===== config.mk =====
export PLATFORM = sky130hd
export DESIGN_NAME = alu_control_muldiv
export DESIGN_NICKNAME = d
export VERILOG_FILES = /design/src/rtl/alu_ctrl_pkg.sv /design/src/rtl/muldiv_iter.sv /design/src/rtl/alu_control_muldiv.sv
export SDC_FILE = /design/constraint.sdc
export NUM_CORES = 1
export LEC_CHECK = 0
export CORE_ASPECT_RATIO = 0.9
export CORE_MARGIN = 8
export CORE_UTILIZATION = 52
export CTS_CLUSTER_DIAMETER = 200
export DETAILED_ROUTE_END_ITERATION = 7
export PLACE_DENSITY = 0.78
export SYNTH_ARGS = -nofsm -noshare
export SYNTH_HDL_FRONTEND = slang
export SYNTH_SLANG_ARGS = --single-unit

===== constraint.sdc =====
create_clock -name clk -period 3.3 [get_ports clk]
set_input_delay 0.66 -clock clk [delete_from_list [all_inputs] [get_ports clk]]
set_output_delay 0.66 -clock clk [all_outputs]
set_load 0.03 [all_outputs]

===== src/rtl/alu_ctrl_pkg.sv =====
// Shared definitions for the EX-stage ALU control decoder and its iterative
// multiply/divide engine.
//   - ALUOp encodings driven by the main control unit
//   - R-format Funct codes recognised by the decoder
//   - 4-bit ALU operation codes produced for the ALU
//   - engine FSM states and engine operation selector
//   - helpers classifying Funct codes that touch HI/LO
package alu_ctrl_pkg;

  localparam logic [1:0] ALUOP_ADD     = 2'b00;
  localparam logic [1:0] ALUOP_SUB     = 2'b01;
  localparam logic [1:0] ALUOP_RFORMAT = 2'b10;
  localparam logic [1:0] ALUOP_AND     = 2'b11;

  localparam logic [5:0] F_SLL   = 6'd0;
  localparam logic [5:0] F_JR    = 6'd8;
  localparam logic [5:0] F_MFHI  = 6'd16;
  localparam logic [5:0] F_MTHI  = 6'd17;
  localparam logic [5:0] F_MFLO  = 6'd18;
  localparam logic [5:0] F_MTLO  = 6'd19;
  localparam logic [5:0] F_MULT  = 6'd24;
  localparam logic [5:0] F_MULTU = 6'd25;
  localparam logic [5:0] F_DIV   = 6'd26;
  localparam logic [5:0] F_DIVU  = 6'd27;
  localparam logic [5:0] F_ADD   = 6'd32;
  localparam logic [5:0] F_SUB   = 6'd34;
  localparam logic [5:0] F_AND   = 6'd36;
  localparam logic [5:0] F_OR    = 6'd37;
  localparam logic [5:0] F_NOR   = 6'd39;
  localparam logic [5:0] F_SLT   = 6'd42;

  localparam logic [3:0] ALU_AND = 4'b0000;
  localparam logic [3:0] ALU_OR  = 4'b0001;
  localparam logic [3:0] ALU_ADD = 4'b0010;
  localparam logic [3:0] ALU_SLL = 4'b0011;
  localparam logic [3:0] ALU_SUB = 4'b0110;
  localparam logic [3:0] ALU_SLT = 4'b0111;
  localparam logic [3:0] ALU_NOR = 4'b1100;

  typedef enum logic [1:0] {
    IDLE = 2'd0,
    BUSY = 2'd1,
    FIX  = 2'd2
  } state_e;

  typedef enum logic {
    OP_MUL = 1'b0,
    OP_DIV = 1'b1
  } op_e;

  // Funct codes that read or write HI/LO (and therefore may stall).
  function automatic logic is_hilo_funct(input logic [5:0] f);
    return f inside {F_MFHI, F_MTHI, F_MFLO, F_MTLO,
                     F_MULT, F_MULTU, F_DIV, F_DIVU};
  endfunction

  // Funct codes that start the multiply/divide engine.
  function automatic logic is_muldiv_funct(input logic [5:0] f);
    return f inside {F_MULT, F_MULTU, F_DIV, F_DIVU};
  endfunction

endpackage


===== src/rtl/muldiv_iter.sv =====
// Iterative multiply/divide engine, one iteration per clock.
//   clk_i, reset_i : clock, synchronous active-high reset
//   start_i        : begin an operation (only honoured in IDLE)
//   op_i           : OP_MUL or OP_DIV
//   signed_i       : operands are two's complement
//   a_i, b_i       : multiplicand/dividend, multiplier/divisor
//   busy_o         : engine is not IDLE
//   done_o         : FIX cycle; hi_o/lo_o hold the final result this cycle
//   hi_o, lo_o     : product {hi,lo}, or remainder (hi) / quotient (lo)
// Operands are reduced to magnitudes at start, the unsigned core runs WIDTH
// iterations, and the sign is restored in the FIX cycle.
module muldiv_iter
  import alu_ctrl_pkg::*;
#(
  parameter int WIDTH = 32,
  parameter int CNT_W = $clog2(WIDTH) + 1
) (
  input  logic             clk_i,
  input  logic             reset_i,
  input  logic             start_i,
  input  op_e              op_i,
  input  logic             signed_i,
  input  logic [WIDTH-1:0] a_i,
  input  logic [WIDTH-1:0] b_i,
  output logic             busy_o,
  output logic             done_o,
  output logic [WIDTH-1:0] hi_o,
  output logic [WIDTH-1:0] lo_o
);

  localparam logic [CNT_W-1:0] LAST = CNT_W'(WIDTH - 1);

  state_e           state_q;
  logic [CNT_W-1:0] cnt_q;

  // acc_q: upper product half / partial remainder.
  // qr_q : multiplier shifting out / quotient shifting in.
  // opd_q: multiplicand / divisor magnitude.
  op_e              op_q;
  logic [WIDTH-1:0] acc_q, acc_d;
  logic [WIDTH-1:0] qr_q, qr_d;
  logic [WIDTH-1:0] opd_q;
  logic             neg_lo_q;  // negate product (MUL) or quotient (DIV)
  logic             neg_hi_q;  // negate remainder (DIV)

  logic             a_neg, b_neg, div_zero;
  logic [WIDTH-1:0] a_mag, b_mag;

  assign a_neg    = signed_i & a_i[WIDTH-1];
  assign b_neg    = signed_i & b_i[WIDTH-1];
  assign a_mag    = a_neg ? -a_i : a_i;
  assign b_mag    = b_neg ? -b_i : b_i;
  assign div_zero = (op_i == OP_DIV) && (b_i == '0);

  assign busy_o = (state_q != IDLE);
  assign done_o = (state_q == FIX);

  // NOTE: sequential state uses non-blocking assignments so every register
  // samples pre-edge values regardless of statement order.
  always_ff @(posedge clk_i) begin
    if (reset_i) begin
      state_q <= IDLE;
      cnt_q   <= '0;
    end else begin
      case (state_q)
        IDLE: begin
          if (start_i) begin
            state_q <= BUSY;
            cnt_q   <= '0;
          end
        end
        BUSY: begin
          cnt_q <= cnt_q + 1'b1;
          if (cnt_q == LAST) state_q <= FIX;
        end
        FIX:     state_q <= IDLE;
        default: state_q <= IDLE;
      endcase
    end
  end

  // NOTE: datapath registers are not reset; they are always loaded at start
  // and only observed through done_o, so a reset would add nothing.
  always_ff @(posedge clk_i) begin
    if (state_q == IDLE && start_i) begin
      op_q  <= op_i;
      acc_q <= '0;
      // Divide by zero runs the raw dividend through the unsigned core with
      // a zero divisor: every trial subtraction succeeds, so the quotient
      // fills with ones and the remainder ends up equal to the dividend.
      qr_q     <= div_zero ? a_i : a_mag;
      opd_q    <= b_mag;
      neg_lo_q <= !div_zero && (a_neg ^ b_neg);
      neg_hi_q <= !div_zero && a_neg;
    end else if (state_q == BUSY) begin
      acc_q <= acc_d;
      qr_q  <= qr_d;
    end
  end

  logic [WIDTH:0]   mul_sum;
  logic [WIDTH:0]   shifted;
  logic [WIDTH+1:0] trial;

  // NOTE: every variable gets a default at the top of always_comb so no
  // path can infer a latch.
  always_comb begin
    acc_d   = acc_q;
    qr_d    = qr_q;
    // Shift-add: add multiplicand when the multiplier LSB is set, then
    // shift {carry, acc, multiplier} right by one.
    mul_sum = {1'b0, acc_q} + ({(WIDTH+1){qr_q[0]}} & {1'b0, opd_q});
    // Restoring divide: bring in the next dividend bit, trial-subtract.
    shifted = {acc_q, qr_q[WIDTH-1]};
    trial   = {1'b0, shifted} - {2'b00, opd_q};
    if (op_q == OP_MUL) begin
      acc_d = mul_sum[WIDTH:1];
      qr_d  = {mul_sum[0], qr_q[WIDTH-1:1]};
    end else if (!trial[WIDTH+1]) begin
      acc_d = trial[WIDTH-1:0];
      qr_d  = {qr_q[WIDTH-2:0], 1'b1};
    end else begin
      acc_d = shifted[WIDTH-1:0];
      qr_d  = {qr_q[WIDTH-2:0], 1'b0};
    end
  end

  logic [2*WIDTH-1:0] product, prod_fix;

  // Sign restoration presented during FIX.
  always_comb begin
    product  = {acc_q, qr_q};
    prod_fix = neg_lo_q ? -product : product;
    if (op_q == OP_MUL) begin
      hi_o = prod_fix[2*WIDTH-1:WIDTH];
      lo_o = prod_fix[WIDTH-1:0];
    end else begin
      hi_o = neg_hi_q ? -acc_q : acc_q;
      lo_o = neg_lo_q ? -qr_q : qr_q;
    end
  end

endmodule


===== src/rtl/alu_control_muldiv.sv =====
// EX-stage ALU control with HI/LO multiply/divide support.
//   clk, reset       : clock, synchronous active-high reset
//   issue            : a valid instruction is in EX this cycle
//   ALUOp, Funct     : main-control op class and R-format function field
//   a, b             : rs / rt operands
//   alucontrol       : 4-bit ALU operation code
//   jr, sign, illegal: decode flags
//   use_hilo         : instruction is MFHI/MFLO; EX mux selects hilo_rd
//   hilo_rd          : HI for MFHI, LO otherwise
//   stall            : hold EX and upstream stages
//   busy             : multiply/divide engine not idle
//   hi, lo           : architectural HI/LO registers
module alu_control_muldiv
  import alu_ctrl_pkg::*;
#(
  parameter int WIDTH = 32,
  parameter int CNT_W = $clog2(WIDTH) + 1
) (
  input  logic             clk,
  input  logic             reset,
  input  logic             issue,
  input  logic [1:0]       ALUOp,
  input  logic [5:0]       Funct,
  input  logic [WIDTH-1:0] a,
  input  logic [WIDTH-1:0] b,
  output logic [3:0]       alucontrol,
  output logic             jr,
  output logic             sign,
  output logic             illegal,
  output logic             use_hilo,
  output logic [WIDTH-1:0] hilo_rd,
  output logic             stall,
  output logic             busy,
  output logic [WIDTH-1:0] hi,
  output logic [WIDTH-1:0] lo
);

  logic             rformat, hilo_class, accept, start, is_signed;
  op_e              op;
  logic             eng_busy, eng_done;
  logic [WIDTH-1:0] eng_hi, eng_lo;
  logic [WIDTH-1:0] hi_q, lo_q;

  // ---------------- decode ----------------
  always_comb begin
    alucontrol = ALU_ADD;
    illegal    = 1'b0;
    case (ALUOp)
      ALUOP_ADD: alucontrol = ALU_ADD;
      ALUOP_SUB: alucontrol = ALU_SUB;
      ALUOP_AND: alucontrol = ALU_AND;
      default: begin
        case (Funct)
          F_ADD: alucontrol = ALU_ADD;
          F_SUB: alucontrol = ALU_SUB;
          F_AND: alucontrol = ALU_AND;
          F_OR:  alucontrol = ALU_OR;
          F_NOR: alucontrol = ALU_NOR;
          F_SLT: alucontrol = ALU_SLT;
          F_SLL: alucontrol = ALU_SLL;
          // Non-ALU R-format instructions keep the adder selected.
          F_JR, F_MFHI, F_MTHI, F_MFLO, F_MTLO,
          F_MULT, F_MULTU, F_DIV, F_DIVU: alucontrol = ALU_ADD;
          default: illegal = 1'b1;
        endcase
      end
    endcase
  end

  assign rformat    = (ALUOp == ALUOP_RFORMAT);
  assign jr         = rformat && (Funct == F_JR);
  assign sign       = (ALUOp != ALUOP_AND);
  assign use_hilo   = rformat && (Funct == F_MFHI || Funct == F_MFLO);
  assign hilo_rd    = (Funct == F_MFHI) ? hi_q : lo_q;
  assign hilo_class = rformat && is_hilo_funct(Funct);

  // ---------------- stall / accept ----------------
  // Any HI/LO instruction waits while the engine runs (FIX included), so an
  // accepted one always finds the engine IDLE and HI/LO up to date.
  assign stall     = issue && hilo_class && eng_busy;
  assign accept    = issue && hilo_class && !stall;
  assign start     = accept && is_muldiv_funct(Funct);
  assign op        = (Funct == F_DIV || Funct == F_DIVU) ? OP_DIV : OP_MUL;
  assign is_signed = (Funct == F_MULT || Funct == F_DIV);
  assign busy      = eng_busy;

  muldiv_iter #(
    .WIDTH (WIDTH),
    .CNT_W (CNT_W)
  ) u_muldiv (
    .clk_i    (clk),
    .reset_i  (reset),
    .start_i  (start),
    .op_i     (op),
    .signed_i (is_signed),
    .a_i      (a),
    .b_i      (b),
    .busy_o   (eng_busy),
    .done_o   (eng_done),
    .hi_o     (eng_hi),
    .lo_o     (eng_lo)
  );

  // ---------------- HI/LO ----------------
  // Engine completion and MTHI/MTLO never coincide: MT* is accepted only
  // when the engine is IDLE, completion happens only in FIX.
  always_ff @(posedge clk) begin
    if (reset) begin
      hi_q <= '0;
      lo_q <= '0;
    end else if (eng_done) begin
      hi_q <= eng_hi;
      lo_q <= eng_lo;
    end else if (accept) begin
      if (Funct == F_MTHI) hi_q <= a;
      if (Funct == F_MTLO) lo_q <= a;
    end
  end

  assign hi = hi_q;
  assign lo = lo_q;

endmodule


* Word level (Yosys, flattened, before mapping) *
Index checks and enable logic that the tools add are counted.

word-level totals
  register bits = 171
  input bits = 75
  word-level logic and storage cells = 111

operators by class
  add/subtract/negate cells = 8
  eq/ne operators = 24
  muxes and demuxes = 31
  bitwise operators = 4
  reduce and logical (&&, ||, !) cells = 34

operator list
  operator               number
  $mux W32               19
  $neg A32 Y32           4
  $mux W64               1
  $neg A64 Y64           1
  $eq A6 B5 Y1 const B   9
  $eq A6 B6 Y1 const B   6
  $sub A33 B32 Y34       1
  $add A32 B33 Y33       1
  $and A33 B32 Y33       1
  $logic_not A32 Y1      1
  $pmux W4 S6            1
  $reduce_or A16 Y1      1
  $pmux W4 S3            1
  $pmux W6 S2            1
  $reduce_bool A2 Y1     6
  $logic_and A1 B1 Y1    11
  $reduce_and A2 Y1      4
  $reduce_bool A8 Y1     1
  $add A6 B1 Y6 const B  1
  $eq A2 B2 Y1 const B   3
  $eq A6 B4 Y1 const B   1
  $logic_not A6 Y1       1
  $mux W6                1
  $eq A2 B1 Y1 const B   2
  other kinds (12)       22

* Longest topological paths before layout *
  depth in word-level cells = 10
  depth in mapped cells = 15

* Modules after synthesis *
Synthesis repeated with hierarchy kept, for this count alone.

unflattened totals
  cell total of the unflattened synthesis = 1987
  area, all modules = 16021.6 sq um

by module, submodules not included
  module              times used  cells each  area each (sq um)  seq. area each (sq um)
  muldiv_iter         1           1435        11183.2            2812.7
  alu_control_muldiv  1           552         4838.4             1281.2

* Worst setup path after synthesis *
No wires, ideal clock.

  path type = input port to flip-flop
  from = input Funct[2]
  to = register u_muldiv.qr_q[23], data pin
  arrival time = 3.037 ns
  data required time = 2.978 ns
  setup slack = -0.060 ns
  stages on the path = 9
  buffers on the path = 3
  path through = clkbuf_1 nor2_1 nand3_1 nor2_1 nand2_1 clkinv_1 clkbuf_1 clkbuf_1 a21oi_1

between the ends
  word-level cells in the longest chain between the ends = 10
  elaborated cells on any way between the ends = 25
  classes of those cells = eq/ne (8); mux (4); bitwise (1); reduce/logical (12)

RTL lines
  what                             RTL line                                            text
  from (decl)                      alu_control_muldiv.sv:23                            input logic [5:0] Funct,
  $eq A6 B5 Y1 (on tied branches)  n/a
  $reduce_bool A8 Y1               alu_ctrl_pkg.sv:53                                  return f inside {F_MFHI, F_MTHI, F_MFLO, F_MTLO,
  $logic_and A1 B1 Y1              alu_control_muldiv.sv:75                            assign hilo_class = rformat && is_hilo_funct(Funct);
  $logic_and A1 B1 Y1              alu_control_muldiv.sv:80, alu_control_muldiv.sv:81
  $logic_and A1 B1 Y1              alu_control_muldiv.sv:80                            assign stall = issue && hilo_class && eng_busy;
  $logic_not A1 Y1                 alu_control_muldiv.sv:81                            assign accept = issue && hilo_class && !stall;
  $logic_and A1 B1 Y1              alu_control_muldiv.sv:81
  $logic_and A1 B1 Y1              alu_control_muldiv.sv:82                            assign start = accept && is_muldiv_funct(Funct);
  $logic_and A1 B1 Y1              muldiv_iter.sv:85                                   if (state_q == IDLE && start_i) begin
  $mux W32 (*)                     muldiv_iter.sv:85
  to (signal assigned)             muldiv_iter.sv:91                                   qr_q <= div_zero ? a_i : a_mag;
  to (signal assigned)             muldiv_iter.sv:97                                   qr_q <= qr_d;
  to (decl)                        muldiv_iter.sv:41                                   logic [WIDTH-1:0] qr_q, qr_d;

Mark *: on every way between the ends. The rest lies on a longest branch, timed or not.
A chain may end at the register's enable or synchronous reset.

* Worst setup path after layout *
  from = input Funct[5]
  to = output hilo_rd[16]

between the ends
  word-level cells in the longest chain between the ends = 2

RTL lines
  what          RTL line                  text
  $eq A6 B5 Y1  alu_control_muldiv.sv:74  assign hilo_rd = (Funct == F_MFHI) ? hi_q : lo_q;
  $mux W32      alu_control_muldiv.sv:74
  to (decl)     alu_control_muldiv.sv:31  output logic [WIDTH-1:0] hilo_rd,

Every way passes these cells.

==> impl_metrics.ini <==
[worst_hold_path]
whs_path_depth = 2
hp-start = u_muldiv.cnt_q[1]
hold_class = reg2reg
hold_end = u_muldiv.cnt_q[1]

[synthesis]
synthesis.nets = 1979
yosysTopAreaCell = dfxtp_1
synth-seq-cells = 171
synth_top_area_share = 0.141
syn_area_um2 = 14700
synth_flop_cell = dfxtp_1
netlist_instances = 1833
synthArstFlopShare = 0
yosysMostFrequentCell = nor2_1
netlist_top_cells_count = nor2_1, a21oi_1, nand2_1, o21ai_0, dfxtp_1
ys_top_cells_by_area = dfxtp_1, edfxtp_1, xnor2_1
yosysWarnings = 0
synth-edff-count = 67
ys_types = 83
syn_area_per_cell_um2 = 8.04
ys_seq_area_frac = 0.278

[floorplan]
rows = 58
die-area_um2 = 34000
coreArea_um2 = 27900
io_pins = 181
die_h_um = 176
initial_utilization = 0.527
die-width_um = 193

[routing]
dr.pass1.iters = 6
wire_per_inst_um = 20.6
drc = 0
routed_wl_um = 52400
drtAntennaViolNets = 0
viasPerCell = 6.25
vias = 15900
drt_iter0_markers = 1742

[cells_and_area]
diodes = 0
finalNetCount = 2310
utilization = 0.695
drive_gt1_frac = 0.202
syn_to_final_growth_pct = 31.7
design_area_um2 = 19400

[sta]
final-setup-viol-count = 0
period_needed_ns = 3.27
report.final.slew_viol_count = 0
maxSlewHeadroom = 0.308
fin_ws_ns = 0.0280
finalHoldViolCount = 0
fmax_mhz = 306
setup-tns-final_ns = 0
fin_skew_ns = 0.0198
fin_crit_sh = 0.992
worst_pin_slew_ns = 1.04
rsz0062_at_grt = true

[global_route]
grt_usage = 0.292
gr-total-overflow = 0
grt_max_degree = 91
first_global_vias = 15300
grt_pass1_wl_um = 82100
antenna_found_initial = 0

[critical_path]
worstSetupPathType = in2out
slowest_stage = or3_4
reg2reg_slack_ns = 0.04
crit_path_max_incr_delay_ns = 0.40
cp.required_ns = 2.64
rr_worst_depth = 12
arrival_ns = 2.61
crit_path_start = Funct[5]
path_max_fanout = 8
r2r_start = u_muldiv.opd_q[0]
crit_path_start_kind = input port
rr_endpoint = u_muldiv.acc_q[28]
cp-end-kind = output pin
path_cells = dlygate4sd2_1 -> nand2b_4 -> or3_4 -> nor3_4 -> buf_6 -> buf_12 -> buf_12 -> buf_4 -> mux2_2 -> buf_6

[run]
drv_cap = 0

[clocking]
clockBufferDepth = 2
clkTransAtPathRegs_ns = 0.08
cts_tree = built
clock_latency_ns = 0.44
clock_sinks = 171
holdBufCountCts = 0
root_buffer = clkbuf_16
cts_buffers = 17
h-tree-depth = 4

[place]
place_ws_ns = -0.560
place.gp.congestion = 1.01
place_area_um2 = 18400
numPortBuffers = 180
place_hpwl_um = 38500

[power_and_ir_drop]
p_leak_uw = 0.00773
powerDensity_nw_per_um2 = 449
vdd_ir_drop_max_mv = 0.411
total_power_uw = 8710

[status]
status = finished clean
## worst max-delay path by stage
stage | depth (start not counted) | end | slack [ns]
after floorplan | 12 | u_muldiv.acc_q[29] | 0.12
after global placement | 9 | u_muldiv.qr_q[25] | -0.48
after detailed placement | 9 | u_muldiv.qr_q[25] | -0.56
after CTS | 14 | u_muldiv.acc_q[21] | 0.003
after global routing | 15 | u_muldiv.acc_q[30] | -0.13
final | 10 | hilo_rd[16] | 0.03
## layout by cell type, fill, tap and decap left out, drive strengths merged, types with 22 or more instances in the layout
master	instances
inv	70
nand2	131
edfxtp	67
nor3	44
a211oi	103
nand3	36
clkdlybuf4s50	139
a31oi	22
buf	275
o31ai	28
xor2	63
nor4	23
a21oi	152
ha	69
nor2	194
a21o	27
o21ai	109
dfxtp	104
nor2b	51
mux2i	66
xnor2	99
mux2	37
## metal layers
metal  track usage  up-vias  wire length, µm
li1              -     7415                -
met1         0.384     7516            22400
met2         0.469      803            23700
met3        0.0585      130             4560
met4         0.111        0             1760
met5             0        -                0
## sequential cells by signal, summed over array words and instances (netlist names)
signal,count
hi,32
lo,32
u_muldiv.acc_q,32
u_muldiv.opd_q,32
u_muldiv.qr_q,32
u_muldiv.cnt_q,6
u_muldiv.state_q,2
u_muldiv.neg_hi_q,1
u_muldiv.neg_lo_q,1
u_muldiv.op_q,1
## power breakdown
part | total (µW) | switching [µW] | leakage, µW | internal, µW
clock network | 2080 | 1030 | 0.000290 | 1060
registers | 2480 | 161 | 0.00145 | 2320
logic | 4150 | 2270 | 0.00599 | 1880
total | 8710 | 3460 | 0.00773 | 5260
## stage by stage
stage | std cells | hold WS, ns
3_3_place_gp | 2487 | 0.457
6_report | 2537 | 0.501
5_1_grt | 2537 | 0.528
2_1_floorplan | 1833 | 0.438
4_1_cts | 2530 | 0.499
3_5_place_dp | 2487 | 0.483
## area by class of cell
class | count | area, µm²
clock buffer | 19 | 454
tap | 360 | 450
fill | 2221 | 8530
clock inverter | 13 | 143
sequential | 171 | 4090
inverter | 65 | 248
timing repair buffer | 419 | 3630
multi-input combinational | 1490 | 10400
## kinds of logic after synthesis
family / count (synthesis) / share of synthesized area
adder cells (fa/ha/maj): 71 / 0.0613
buffers and inverters: 172 / 0.0448
AO/OA/AOI/OAI: 561 / 0.249
XOR/XNOR: 162 / 0.0963
AND/OR/NAND/NOR: 593 / 0.197
multiplexers: 103 / 0.0731
flip-flops: 171 / 0.278
## critical path: cells and delay by family
| kind | cells | cell delay, ns |
|---|---|---|
| simple gates | 3 | 0.71 |
| buf+inv | 6 | 0.89 |
| mux | 1 | 0.33 |
## repair_timing
item,4_1_cts,5_1_grt
pin swaps,10,32
resized for setup,174,78
endpoints found under the setup margin,54,66
cloned,1,0
setup buffers,10,8
No activity file was read; power rests on OpenSTA's default activity.
